==> src/rtl/div_pkg.sv <==
// div_pkg: opcode and FSM state encodings plus the most-negative-integer pattern for the divide front end
package div_pkg;
  typedef enum logic [1:0] {DIV = 2'b00, DIVU = 2'b01, REM = 2'b10, REMU = 2'b11} div_op_e;
  typedef enum logic {IDLE, BUSY} div_state_e;
  localparam logic [31:0] DIV_MIN_INT = 32'h8000_0000;
endpackage

==> src/rtl/div_ctrl_if.sv <==
// div_ctrl_if: pipeline-side req/flush/opcode/a/b/o/stall and divider-side div_* signals; slave = controller, master = pipeline plus divider
interface div_ctrl_if #(parameter int DATA_WIDTH = 32);
  logic                  req;
  logic                  flush;
  logic [1:0]            opcode;
  logic [DATA_WIDTH-1:0] a;
  logic [DATA_WIDTH-1:0] b;
  logic [DATA_WIDTH-1:0] o;
  logic                  stall;
  logic                  div_req;
  logic                  div_flush;
  logic [1:0]            div_opcode;
  logic [DATA_WIDTH-1:0] div_a;
  logic [DATA_WIDTH-1:0] div_b;
  logic [DATA_WIDTH-1:0] div_o;
  logic                  div_stall;
  modport slave (
    input  req, flush, opcode, a, b, div_o, div_stall,
    output o, stall, div_req, div_flush, div_opcode, div_a, div_b
  );
  modport master (
    output req, flush, opcode, a, b, div_o, div_stall,
    input  o, stall, div_req, div_flush, div_opcode, div_a, div_b
  );
endinterface

==> src/rtl/div_special_case.sv <==
// div_special_case: flags divide-by-zero and signed overflow (in opcode/a/b, out is_special/special_result), zero wins over overflow
module div_special_case import div_pkg::*; #(parameter int DATA_WIDTH = 32) (
  input  logic [1:0]            opcode,
  input  logic [DATA_WIDTH-1:0] a,
  input  logic [DATA_WIDTH-1:0] b,
  output logic                  is_special,
  output logic [DATA_WIDTH-1:0] special_result
);
  localparam logic [DATA_WIDTH-1:0] MIN_INT = {DIV_MIN_INT[31], {(DATA_WIDTH-1){1'b0}}};
  logic zero, ovf;
  always_comb begin
    zero = b == '0;
    ovf = !opcode[0] && a == MIN_INT && &b;
    is_special = zero || ovf;
    special_result = zero ? (opcode[1] ? a : '1) : ovf ? (opcode[1] ? '0 : a) : '0;
  end
endmodule

==> src/rtl/div_ctrl.sv <==
// div_ctrl: divider front end with special cases and a one-entry result cache (clk, async rst, bus = div_ctrl_if.slave)
module div_ctrl import div_pkg::*; #(parameter int DATA_WIDTH = 32) (
  input logic       clk,
  input logic       rst,
  div_ctrl_if.slave bus
);
  div_state_e state, state_nxt;
  logic [1:0] pend_op, key_op;
  logic [DATA_WIDTH-1:0] pend_a, pend_b, key_a, key_b, cache_data, special_result;
  logic cache_valid, is_special, active, hit, issue, done;
  div_special_case #(.DATA_WIDTH(DATA_WIDTH)) u_special (
    .opcode(bus.opcode),
    .a(bus.a),
    .b(bus.b),
    .is_special(is_special),
    .special_result(special_result)
  );
  always_comb begin
    active = state == IDLE && bus.req && !bus.flush && !rst;
    hit = cache_valid && {key_op, key_a, key_b} == {bus.opcode, bus.a, bus.b};
    issue = active && !is_special && !hit;
    done = state == BUSY && !bus.flush && !bus.div_stall;
    state_nxt = issue ? BUSY : (state == BUSY && (bus.flush || !bus.div_stall)) ? IDLE : state;
  end
  assign bus.o = (active && is_special) ? special_result :
                 (active && hit) ? cache_data :
                 done ? bus.div_o : '0;
  assign bus.stall = issue || (state == BUSY && !bus.flush && bus.div_stall);
  assign bus.div_req = issue;
  assign bus.div_flush = bus.flush;
  assign bus.div_opcode = bus.opcode;
  assign bus.div_a = bus.a;
  assign bus.div_b = bus.b;
  always_ff @(posedge clk or posedge rst)
    if (rst) state <= IDLE;
    else state <= state_nxt;
  always_ff @(posedge clk or posedge rst)
    if (rst) begin
      pend_op <= '0;
      pend_a <= '0;
      pend_b <= '0;
      key_op <= '0;
      key_a <= '0;
      key_b <= '0;
      cache_data <= '0;
      cache_valid <= 1'b0;
    end else begin
      if (issue) begin
        pend_op <= bus.opcode;
        pend_a <= bus.a;
        pend_b <= bus.b;
      end
      if (done) begin
        key_op <= pend_op;
        key_a <= pend_a;
        key_b <= pend_b;
        cache_data <= bus.div_o;
        cache_valid <= 1'b1;
      end
    end
endmodule

==> src/flat_wrapper.sv <==
// flat-port wrapper written by rule: the top's interface ports become plain ports
module div_ctrl_flat import div_pkg::*;
#(parameter int DATA_WIDTH = 32)
  (clk, rst, bus_req, bus_flush, bus_opcode, bus_a, bus_b, bus_div_o, bus_div_stall, bus_o, bus_stall, bus_div_req, bus_div_flush, bus_div_opcode, bus_div_a, bus_div_b);
  div_ctrl_if #(.DATA_WIDTH(DATA_WIDTH)) bus_i ();
  input logic clk;
  input logic rst;
  input wire logic [$bits(bus_i.req)-1:0] bus_req;
  input wire logic [$bits(bus_i.flush)-1:0] bus_flush;
  input wire logic [$bits(bus_i.opcode)-1:0] bus_opcode;
  input wire logic [$bits(bus_i.a)-1:0] bus_a;
  input wire logic [$bits(bus_i.b)-1:0] bus_b;
  input wire logic [$bits(bus_i.div_o)-1:0] bus_div_o;
  input wire logic [$bits(bus_i.div_stall)-1:0] bus_div_stall;
  output wire logic [$bits(bus_i.o)-1:0] bus_o;
  output wire logic [$bits(bus_i.stall)-1:0] bus_stall;
  output wire logic [$bits(bus_i.div_req)-1:0] bus_div_req;
  output wire logic [$bits(bus_i.div_flush)-1:0] bus_div_flush;
  output wire logic [$bits(bus_i.div_opcode)-1:0] bus_div_opcode;
  output wire logic [$bits(bus_i.div_a)-1:0] bus_div_a;
  output wire logic [$bits(bus_i.div_b)-1:0] bus_div_b;
  assign bus_i.req = bus_req;
  assign bus_i.flush = bus_flush;
  assign bus_i.opcode = bus_opcode;
  assign bus_i.a = bus_a;
  assign bus_i.b = bus_b;
  assign bus_i.div_o = bus_div_o;
  assign bus_i.div_stall = bus_div_stall;
  assign bus_o = bus_i.o;
  assign bus_stall = bus_i.stall;
  assign bus_div_req = bus_i.div_req;
  assign bus_div_flush = bus_i.div_flush;
  assign bus_div_opcode = bus_i.div_opcode;
  assign bus_div_a = bus_i.div_a;
  assign bus_div_b = bus_i.div_b;
  div_ctrl #(.DATA_WIDTH(DATA_WIDTH)) u_core (.clk(clk), .rst(rst), .bus(bus_i));
endmodule
==> config.mk <==
export PLATFORM = sky130hd
export DESIGN_NAME = div_ctrl_flat
export DESIGN_NICKNAME = d
export VERILOG_FILES = /design/src/rtl/div_pkg.sv /design/src/rtl/div_ctrl_if.sv /design/src/rtl/div_special_case.sv /design/src/rtl/div_ctrl.sv /design/src/flat_wrapper.sv
export SDC_FILE = /design/constraint.sdc
export NUM_CORES = 1
export LEC_CHECK = 0
export CAP_MARGIN = 10
export CORE_UTILIZATION = 35
export CTS_CLUSTER_DIAMETER = 120
export CTS_CLUSTER_SIZE = 30
export DETAILED_ROUTE_END_ITERATION = 10
export DONT_BUFFER_PORTS = 1
export GPL_TIMING_DRIVEN = 0
export PLACE_DENSITY_LB_ADDON = 0.05
export SKIP_LAST_GASP = 1
export SLEW_MARGIN = 20
export SYNTH_ARGS = -nofsm -noshare
export SYNTH_HDL_FRONTEND = slang
export SYNTH_SLANG_ARGS = --single-unit
==> constraint.sdc <==
create_clock -name clk -period 10.5 [get_ports clk]
set_input_delay 1.575 -clock clk [delete_from_list [all_inputs] [get_ports clk]]
set_output_delay 1.575 -clock clk [all_outputs]
set_load 0.02 [all_outputs]
==> flow_metrics.py <==
metrics = {
    "run_status": {
        "status": "finished clean",
    },
    "layout": {
        "syn_to_final_growth_pct": 11.0,
        "drive_gt1_frac": 0.111,
        "final_nets": 1108,
        "instances_no_fill": 1348,
        "num_antenna_cells": 0,
        "nFillCells": 2623,
        "final_cell_mix": "nand2_1, dfrtp_1, buf_4, mux2_1, o31ai_1",
        "layout_commonest_cell": "nand2_1",
    },
    "floorplanning": {
        "core_mm2": 0.0253,
        "die-area_mm2": 0.0265,
        "placementRows": 58,
        "initial_core_util": 0.358,
        "die_h_um": 163,
        "boundaryPins": 204,
        "fp.dieW_um": 163,
    },
    "grt": {
        "antenna_found_initial": 1,
        "first_global_vias": 7312,
        "grt_max_degree": 91,
        "grt_pass1_wl_um": 46300,
        "gr-total-overflow": 0,
        "grtUsageTotal": 0.236,
    },
    "clock_network": {
        "cts_max_path_buffers": 2,
        "cts_buffers": 17,
        "clock_latency_ns": 0.44,
        "htree_num_levels": 4,
        "cts_tree": "yes",
        "cts-hold-fix-buffers": 0,
        "cts_root_buf": "clkbuf_16",
        "cts_resized": 0,
        "clk_pin_slew_ns": 0.07,
        "post_cts_buffers": 0,
        "cts.sink_count": 166,
    },
    "drt": {
        "ant_nets": 0,
        "dr.pass1.iters": 5,
        "drt_iter0_markers": 537,
        "drt-wirelength-per-cell_um": 22.4,
        "via_per_inst": 5.38,
        "drc_errors": 0,
        "routed_wl_um": 30200,
        "vias": 7246,
    },
    "yosys": {
        "synth_compound_area_frac": 0.122,
        "ys.flop_type": "dfrtp_1",
        "synthDistinctLibCells": 43,
        "synth-adder-area-share": 0,
        "ys_ff_latch": 166,
        "synth-xor-area-share": 0.0387,
        "synth_mux_area_frac": 0.0822,
        "synth_top_family_by_area": "simple AND/OR/NAND/NOR gates",
        "syn_area_per_cell_um2": 9.18,
        "synth_top_cells_by_area": "dfrtp_1, nand2_1, mux2_1",
        "synth_edf_count": 0,
        "synth_top_area_share": 0.459,
        "postSynthCellCount": 985,
        "ys_seq_area_frac": 0.459,
        "ys_warn_count": 0,
        "ys_async_sr_fraction": 1.00,
        "netlist_area_mm2": 0.00904,
        "synth_fp_nets": 1088,
        "yosysTopAreaCell": "dfrtp_1",
        "synthSimpleGateAreaFrac": 0.209,
    },
    "worst_setup_path": {
        "crit_path_start_kind": "input pin",
        "critical_path.startpoint": "bus_b[4]",
        "cp-end-kind": "output port",
        "cp.arrival_ns": 4.30,
        "cp.required_ns": 8.93,
        "slowest_delay_ns": 0.59,
        "r2r-start": "u_core.key_b[26]",
        "crit_type": "input pin to output port",
        "crit_path_cell_trace": "nor4_1, nand4_1, nor2_1, a22oi_1, nand2b_1, clkbuf_1, o21a_1",
        "cpLargestDelayFamily": "simple AND/OR/NAND/NOR gates",
        "slowest_stage": "nor4_1",
        "critical_path.max_fanout": 10,
        "critPathBufInv": 1,
    },
    "placement": {
        "dpl.cell_count": 1316,
        "hpwl_um": 21600,
        "dp_slack_ns": 4.71,
        "place.gp.congestion": 0.810,
        "io_buffers": 0,
    },
    "hold_path": {
        "min_from": "u_core.pend_a[18]",
        "hold_path_class": "register to register",
    },
    "timing": {
        "rsz0062_at_grt": "no",
        "tightest_slew_ns": 0.883,
        "fin_tns_setup_ns": 0,
        "slew_headroom": 0.406,
        "fin_ws_ns": 4.63,
        "fin_hold_ws_ns": 0.460,
        "clock_skew_ns": 0.0116,
        "setup_viol": 0,
        "hold_violations": 0,
        "period_minus_slack_ns": 5.87,
        "finalCritPeriodShare": 0.559,
        "slew_violations": 0,
        "max_freq_mhz": 170,
    },
    "power": {
        "ir_drop_uv": 78.9,
        "leakagePower_nw": 4.37,
        "power_density_mw_per_mm2": 185,
    },
    "run": {
        "max_cap_viol_count": 0,
    },
}
metrics by stage:
| stage | power [W] | util | instance area, um2 |
|---|---|---|---|
| 6_report | 0.00185 | 0.397 | 10000 |
| 5_1_grt | 0.00195 | 0.397 | 10000 |
| 4_1_cts | 0.00187 | 0.397 | 10000 |
| 3_5_place_dp | 0.00126 | 0.376 | 9490 |
| 3_3_place_gp | 0.00125 | 0.374 | 9460 |
| 2_1_floorplan | 0.00116 | - | 9040 |
metal layers:
metal  track usage  wire length (um)
met4        0.0590               490
met2         0.359             13700
met5             0                 0
met1         0.346             14700
met3        0.0410              1300
cells in the mapped netlist, types with 2 or more instances:
master,instances
o31ai_1,62
o21ai_0,5
xor2_1,2
o2111ai_1,6
nor4_1,21
inv_1,12
nand4_1,18
nand2b_1,22
buf_4,68
nor2b_1,18
mux2_1,66
and4_1,2
dfrtp_1,166
buf_2,5
clkbuf_1,54
a2111o_1,6
nor2_1,2
nor4b_1,2
xnor2_1,38
nand2_1,291
nand3_1,35
o221ai_1,2
nand3b_1,2
o21a_1,31
a31oi_1,31
logic make-up (layout without fill, tap and decap cells):
family                 after synthesis  after routing
multiplexers                        66             66
AO/OA/AOI/OAI                      150            150
buffers and inverters              141            174
AND/OR/NAND/NOR                    422            422
flip-flops                         166            166
XOR/XNOR                            40             40
registers in the layout, indices dropped and copies added, names as in the netlist:
| register | cells |
|---|---|
| u_core.pend_b | 32 |
| u_core.key_a | 32 |
| u_core.state | 1 |
| u_core.cache_valid | 1 |
| u_core.key_b | 32 |
| u_core.pend_op | 2 |
| u_core.pend_a | 32 |
| u_core.key_op | 2 |
| u_core.cache_data | 32 |
power breakdown:
group | internal, W | leakage, nW | switching, W
clock network | 0.000309 | 0.262 | 0.000296
registers | 0.000805 | 2.05 | 0.000101
logic | 0.000158 | 2.06 | 0.000182
total | 0.00127 | 4.37 | 0.000579
path summary, 6_finish.rpt:
check	to	slack, ns	cells after the start
setup / recovery	bus_o[1]	4.63	7
setup reg to reg	u_core.pend_b[4]	7.20	8
max in group asynchronous	u_core.pend_a[18]	8.53	2
hold reg to reg	u_core.key_a[18]	0.46	2
min in group asynchronous	u_core.cache_data[30]	1.07	1
hold / removal	u_core.key_a[18]	0.46	2
tightest hold or removal path: stages, from the launching register on:
cell	delay [ns]
dfrtp_1	0.34
nand2_1	0.05
nand2_1	0.05
final cells by class:
class | instances | area (um2) | area share
Inverter | 13 | 56.3 | 0.00561
Clock buffer | 18 | 429 | 0.0428
Timing Repair Buffer | 1 | 27.5 | 0.00274
Buffer | 128 | 749 | 0.0747
Sequential cell | 166 | 4150 | 0.414
Clock inverter | 14 | 116 | 0.0116
Multi-Input combinational cell | 678 | 4090 | 0.408
Tap cell | 330 | 413 | 0.0411
(Power assumes the default switching activity.)
